$ cat config.mk
export PLATFORM = sky130hd
export DESIGN_NAME = bcd_seq_add_ctrl
export DESIGN_NICKNAME = d
export VERILOG_FILES = /design/src/rtl/bcd_seq_add_ctrl.sv
export SDC_FILE = /design/constraint.sdc
export NUM_CORES = 1
export LEC_CHECK = 0
export ABC_AREA = 1
export BUFFER_PORTS_ARGS = -buffer_cell sky130_fd_sc_hd__buf_2
export CAP_MARGIN = 15
export CORE_ASPECT_RATIO = 0.9
export CORE_MARGIN = 8
export CORE_UTILIZATION = 54
export DETAILED_ROUTE_END_ITERATION = 16
export PLACE_DENSITY_LB_ADDON = 0.1
export SYNTH_ARGS = -nofsm -noshare
export SYNTH_HDL_FRONTEND = slang
export SYNTH_SLANG_ARGS = --single-unit
$ cat constraint.sdc
create_clock -name clk -period 9.6 [get_ports clk]
set_input_delay 0.48 -clock clk [delete_from_list [all_inputs] [get_ports clk]]
set_output_delay 0.48 -clock clk [all_outputs]
set_load 0.005 [all_outputs]
$ cat src/rtl/bcd_seq_add_ctrl.sv
// Sequential packed-BCD adder: one shared 4-digit adder walks CHUNKS 16-bit chunks, LS chunk first.
// Optional subtract mode (ten's complement) is built when BCD_SUB_EN is defined.

module bcdadd4 (
    input  logic [15:0] a,
    input  logic [15:0] b,
    input  logic        cin,
    output logic [15:0] sum,
    output logic        cout
);
    logic [4:0] digit_sum;
    logic       carry;

    // NOTE: every variable written here gets a default first, so no latch is inferred.
    always_comb begin
        sum       = '0;
        digit_sum = '0;
        carry     = cin;
        for (int i = 0; i < 4; i++) begin
            digit_sum = {1'b0, a[4*i +: 4]} + {1'b0, b[4*i +: 4]} + {4'b0000, carry};
            if (digit_sum > 5'd9) begin
                sum[4*i +: 4] = digit_sum[3:0] + 4'd6;
                carry         = 1'b1;
            end else begin
                sum[4*i +: 4] = digit_sum[3:0];
                carry         = 1'b0;
            end
        end
        cout = carry;
    end
endmodule

module bcd_seq_add_ctrl #(
    parameter int CHUNKS = 4
) (
    input  logic                 clk,
    input  logic                 rst,
`ifdef BCD_SUB_EN
    input  logic                 sub,
`endif
    input  logic                 in_valid,
    output logic                 in_ready,
    input  logic [16*CHUNKS-1:0] a,
    input  logic [16*CHUNKS-1:0] b,
    input  logic                 cin,
    output logic                 out_valid,
    input  logic                 out_ready,
    output logic [16*CHUNKS-1:0] sum,
    output logic                 cout,
    output logic                 busy
);
    localparam int W     = 16 * CHUNKS;
    localparam int IDX_W = (CHUNKS > 1) ? $clog2(CHUNKS) : 1;

    typedef enum logic [1:0] {IDLE, RUN, DONE} state_t;

    state_t             state_q, state_d;
    logic [W-1:0]       a_q, b_q, sum_q;
    logic [IDX_W-1:0]   idx_q;
    logic               carry_q, cout_q, out_valid_q;
    logic [15:0]        a_chunk, b_chunk, b_eff, add_sum;
    logic               add_cout, last_chunk;

    assign a_chunk    = a_q[{idx_q, 4'b0000} +: 16];
    assign b_chunk    = b_q[{idx_q, 4'b0000} +: 16];
    assign last_chunk = (idx_q == IDX_W'(CHUNKS - 1));

`ifdef BCD_SUB_EN
    logic sub_q;

    // Subtract adds the per-digit nines' complement of B with an initial carry of 1.
    always_comb begin
        b_eff = b_chunk;
        if (sub_q) begin
            for (int i = 0; i < 4; i++) b_eff[4*i +: 4] = 4'd9 - b_chunk[4*i +: 4];
        end
    end
`else
    assign b_eff = b_chunk;
`endif

    bcdadd4 u_add (
        .a    (a_chunk),
        .b    (b_eff),
        .cin  (carry_q),
        .sum  (add_sum),
        .cout (add_cout)
    );

    // NOTE: sequential state uses non-blocking assignments so every flop samples pre-edge values.
    always_ff @(posedge clk) begin
        if (rst) state_q <= IDLE;
        else     state_q <= state_d;
    end

    always_comb begin
        state_d = state_q;
        unique case (state_q)
            IDLE: if (in_valid)                  state_d = RUN;
            RUN:  if (last_chunk)                state_d = DONE;
            DONE: if (out_valid_q && out_ready)  state_d = IDLE;
            default:                             state_d = IDLE;
        endcase
    end

    // NOTE: operand and result registers are few and wide, so they are reset like any control flop.
    always_ff @(posedge clk) begin
        if (rst) begin
            a_q         <= '0;
            b_q         <= '0;
            sum_q       <= '0;
            idx_q       <= '0;
            carry_q     <= 1'b0;
            cout_q      <= 1'b0;
            out_valid_q <= 1'b0;
`ifdef BCD_SUB_EN
            sub_q       <= 1'b0;
`endif
        end else begin
            unique case (state_q)
                IDLE: if (in_valid) begin
                    a_q   <= a;
                    b_q   <= b;
                    idx_q <= '0;
`ifdef BCD_SUB_EN
                    sub_q   <= sub;
                    carry_q <= sub ? 1'b1 : cin;
`else
                    carry_q <= cin;
`endif
                end
                RUN: begin
                    sum_q[{idx_q, 4'b0000} +: 16] <= add_sum;
                    carry_q                       <= add_cout;
                    if (last_chunk) cout_q <= add_cout;
                    else            idx_q  <= idx_q + 1'b1;
                end
                DONE: begin
                    // out_valid is registered, rising one clock after the last chunk lands.
                    if (!out_valid_q)   out_valid_q <= 1'b1;
                    else if (out_ready) out_valid_q <= 1'b0;
                end
                default: ;
            endcase
        end
    end

    assign in_ready  = (state_q == IDLE);
    assign busy      = (state_q != IDLE);
    assign out_valid = out_valid_q;
    assign sum       = sum_q;
    assign cout      = cout_q;
endmodule

==> impl_metrics.yaml <==
job:
  maxCapViolCount: 0
clock_network:
  cts_root_buf: "clkbuf_16"
  cts.clk_slew.worst_paths_ns: 0.07
  cts_sinks: 199
  cts_setup_buffers: 0
  cts-buffers-inserted: 17
  cts_tree: "yes"
  clockBufferDepth: 2
  ctsHoldBuffers: 0
  insertion_delay_ns: 0.43
  cts_resized: 0
  htreeDepth: 4
final_layout:
  stdcell_count: 1595
  antenna_cells: 0
  layout.nets: 1538
  utilization_pct: 64.9
  drive_gt1_share_pct: 19.4
  area_growth_pct: 17.4
power_and_ir_drop:
  ir_drop_mv: 0.151
  p_leak_nw: 4.73
  p_total_mw: 2.39
  p_per_area_nw_per_um2: 227
worst_setup_path:
  regToRegSetupSlack_ns: 1.69
  cpPeakStageDelay_ns: 0.59
  startpoint_type: "register"
  worstPathMaxFanout: 64
  endpoint: "sum[63]"
  r2r_end: "sum[63]"
  crit_type: "reg2reg"
  rr_startpoint: "idx_q[0]"
  cp-end-kind: "register"
  crit_start: "idx_q[0]"
  worstPathRequired_ns: 9.96
  crit_arrival_ns: 8.26
  critPathSlowestCell: "dfxtp_4"
  r2r_cells: 42
drt:
  vias: 8632
  drcViolationCount: 0
  routedWlPerCell_um: 16.3
  drt_iter0_drc: 745
  wl_mm: 26.1
  drtPass1Iterations: 5
  routed_via_density: 5.41
  ant_nets: 0
sta:
  maxSlewViolCount: 0
  period_needed_ns: 7.91
  setup_viol: 0
  tightest_slew_ns: 1.11
  finClkSkew_ns: 0.0124
  hold_violations: 0
  rsz0062_at_grt: "false"
  timing.slew.headroom_pct: 25.9
  timing.setup.tns_ns: 0
  period_share_pct: 82.4
  fmax_mhz: 126
logic_synthesis:
  synth_top_area_share_pct: 44.5
  post_synth.cell_area_avg_um2: 7.26
  synth-simple-area-share_pct: 26.1
  postSynthCellCount: 1233
  yosysWarningCount: 0
  synthesis.nets: 1396
  synth.area.mux_share_pct: 0
  ys_seq_area_share_pct: 44.5
  yosys.area.top_type: "dfxtp_1"
  ys_ff_latch: 199
  synth-xor-area-share_pct: 0.364
  ys_types: 39
  synth_area_um2: 8950
  synth_adder_area_share_pct: 4.87
  synth_top_family_by_area: "simple AND/OR/NAND/NOR gates"
  netlist_top_cells_area: "dfxtp_1, nor2_1, o21ai_0"
  synth_compound_area_share_pct: 18.2
global_routing:
  grt_max_degree: 131
  grt_pass1_wl_mm: 41.0
  grt_pass1_vias: 7905
  grtUsageTotal_pct: 24.3
  antenna_found_initial: 2
  overflow: 0
place:
  gp_congestion: 0.868
  hpwl_mm: 18.4
  dp.cells: 1563
  port_buffers: 200
floorplanning:
  chipWidth_um: 152
  rows: 44
  ioPinCount: 201
  die_h_um: 138
  initial_utilization_pct: 55.3
  dieArea_um2: 21000
  fp.coreArea_um2: 16200
hold_path:
  hold_path_class: "in2reg"
  hold-path-cell-count: 3
status:
  run_status: "finished, final reports clean"
-- per-stage QoR --
step	setup WS (ns)	cell area (um2)	hold slack (ns)
global placement	2.10	9930	0.451
finish	1.69	10500	0.300
floorplan	2.52	8950	0.450
CTS	1.74	10500	0.288
global route	0.961	10500	0.294
detailed placement	1.83	9930	0.453
-- power breakdown --
group	internal (mW)	total, mW	leakage, nW	switching, mW
sequential	0.884	0.920	1.64	0.0361
clock	0.389	0.700	0.283	0.310
combinational	0.258	0.767	2.81	0.509
total	1.53	2.39	4.73	0.855
-- layout make-up --
cell class | instances | area [um2]
clock buffer | 23 | 489
clock inverter | 9 | 91.3
fill | 1481 | 5680
inverter | 46 | 180
multi-input combinational | 903 | 4440
sequential | 199 | 3990
tap | 207 | 259
timing repair buffer | 208 | 1060
-- registers in the layout, summed over array words and instances, names as in the netlist --
signal	flops
b_q	64
a_q	64
out_valid	1
idx_q	2
carry_q	1
state_q	2
cout	1
sum	64
-- layout by cell type (no fill, tap or decap), types with 2 or more instances in the layout --
cell and instances:
nor2_1 351, buf_2 200, dfxtp_1 198, o21ai_0 185, nand2_1 132, a21oi_1 66
inv_1 40, nand3_1 39, o22ai_1 28, ha_1 22, nand4_1 21, clkbuf_16 18
nand2_2 10, fa_1 8, buf_4 8, a22oi_1 7, o21ai_1 6, clkinv_4 5
inv_2 4, a32o_1 4, nand2_4 4, nor3_1 3, clkbuf_1 3, xnor2_2 2
a21oi_2 2, o21ai_2 2, clkbuf_8 2, clkinv_2 2
-- cells in the mapped netlist (all sizes together) --
master   count
nand3b       1
nor2       352
a31oi        1
ha          22
a2bb2oi      1
buf         27
clkinv       2
a32oi        1
a22oi        7
nand3       41
clkbuf      58
a211o        1
nand4       21
a21oi       68
dfxtp      199
a32o         4
nand2      146
o21ai      193
xnor2        2
fa           8
o21bai       1
inv         44
o22ai       28
nor4         1
nor3         4
-- layer usage --
metal | wire (um) | up-vias | GRT usage [%]
met4 | 313 | 4 | 5.26
met1 | 11700 | 3941 | 34.0
met3 | 2210 | 23 | 6.43
li1 | - | 4358 | -
met2 | 11800 | 306 | 36.7
met5 | 23 | - | 0
-- worst min-delay path by stage --
| stage | slack (ns) | startpoint | endpoint |
|---|---|---|---|
| final | 0.30 | a[54] | a_q[54] |
| after global routing | 0.29 | a[54] | a_q[54] |
| after CTS | 0.29 | a[10] | a_q[10] |
| after detailed placement | 0.45 | sum[5] | sum[5] |
| after global placement | 0.45 | sum[14] | sum[14] |
| after floorplan | 0.45 | a_q[16] | a_q[16] |
-- worst max-delay path, delay by kind of cell, from the launching register on --
family                   cells  cell delay [ns]
flip-flops                   1             0.59
adder cells (fa/ha/maj)     10             3.36
AND/OR/NAND/NOR             18             1.82
XOR/XNOR                     2             0.40
buffers and inverters        9             1.19
AO/OA/AOI/OAI                3             0.46
-- cells by family (layout without fill, tap and decap cells) --
group / count (synthesis) / after routing
AND/OR/NAND/NOR: 566 / 566
AO/OA/AOI/OAI: 305 / 305
flip-flops: 199 / 199
buffers and inverters: 131 / 286
adder cells (fa/ha/maj): 30 / 30
XOR/XNOR: 2 / 2
Power figures use the tool's default switching activity.
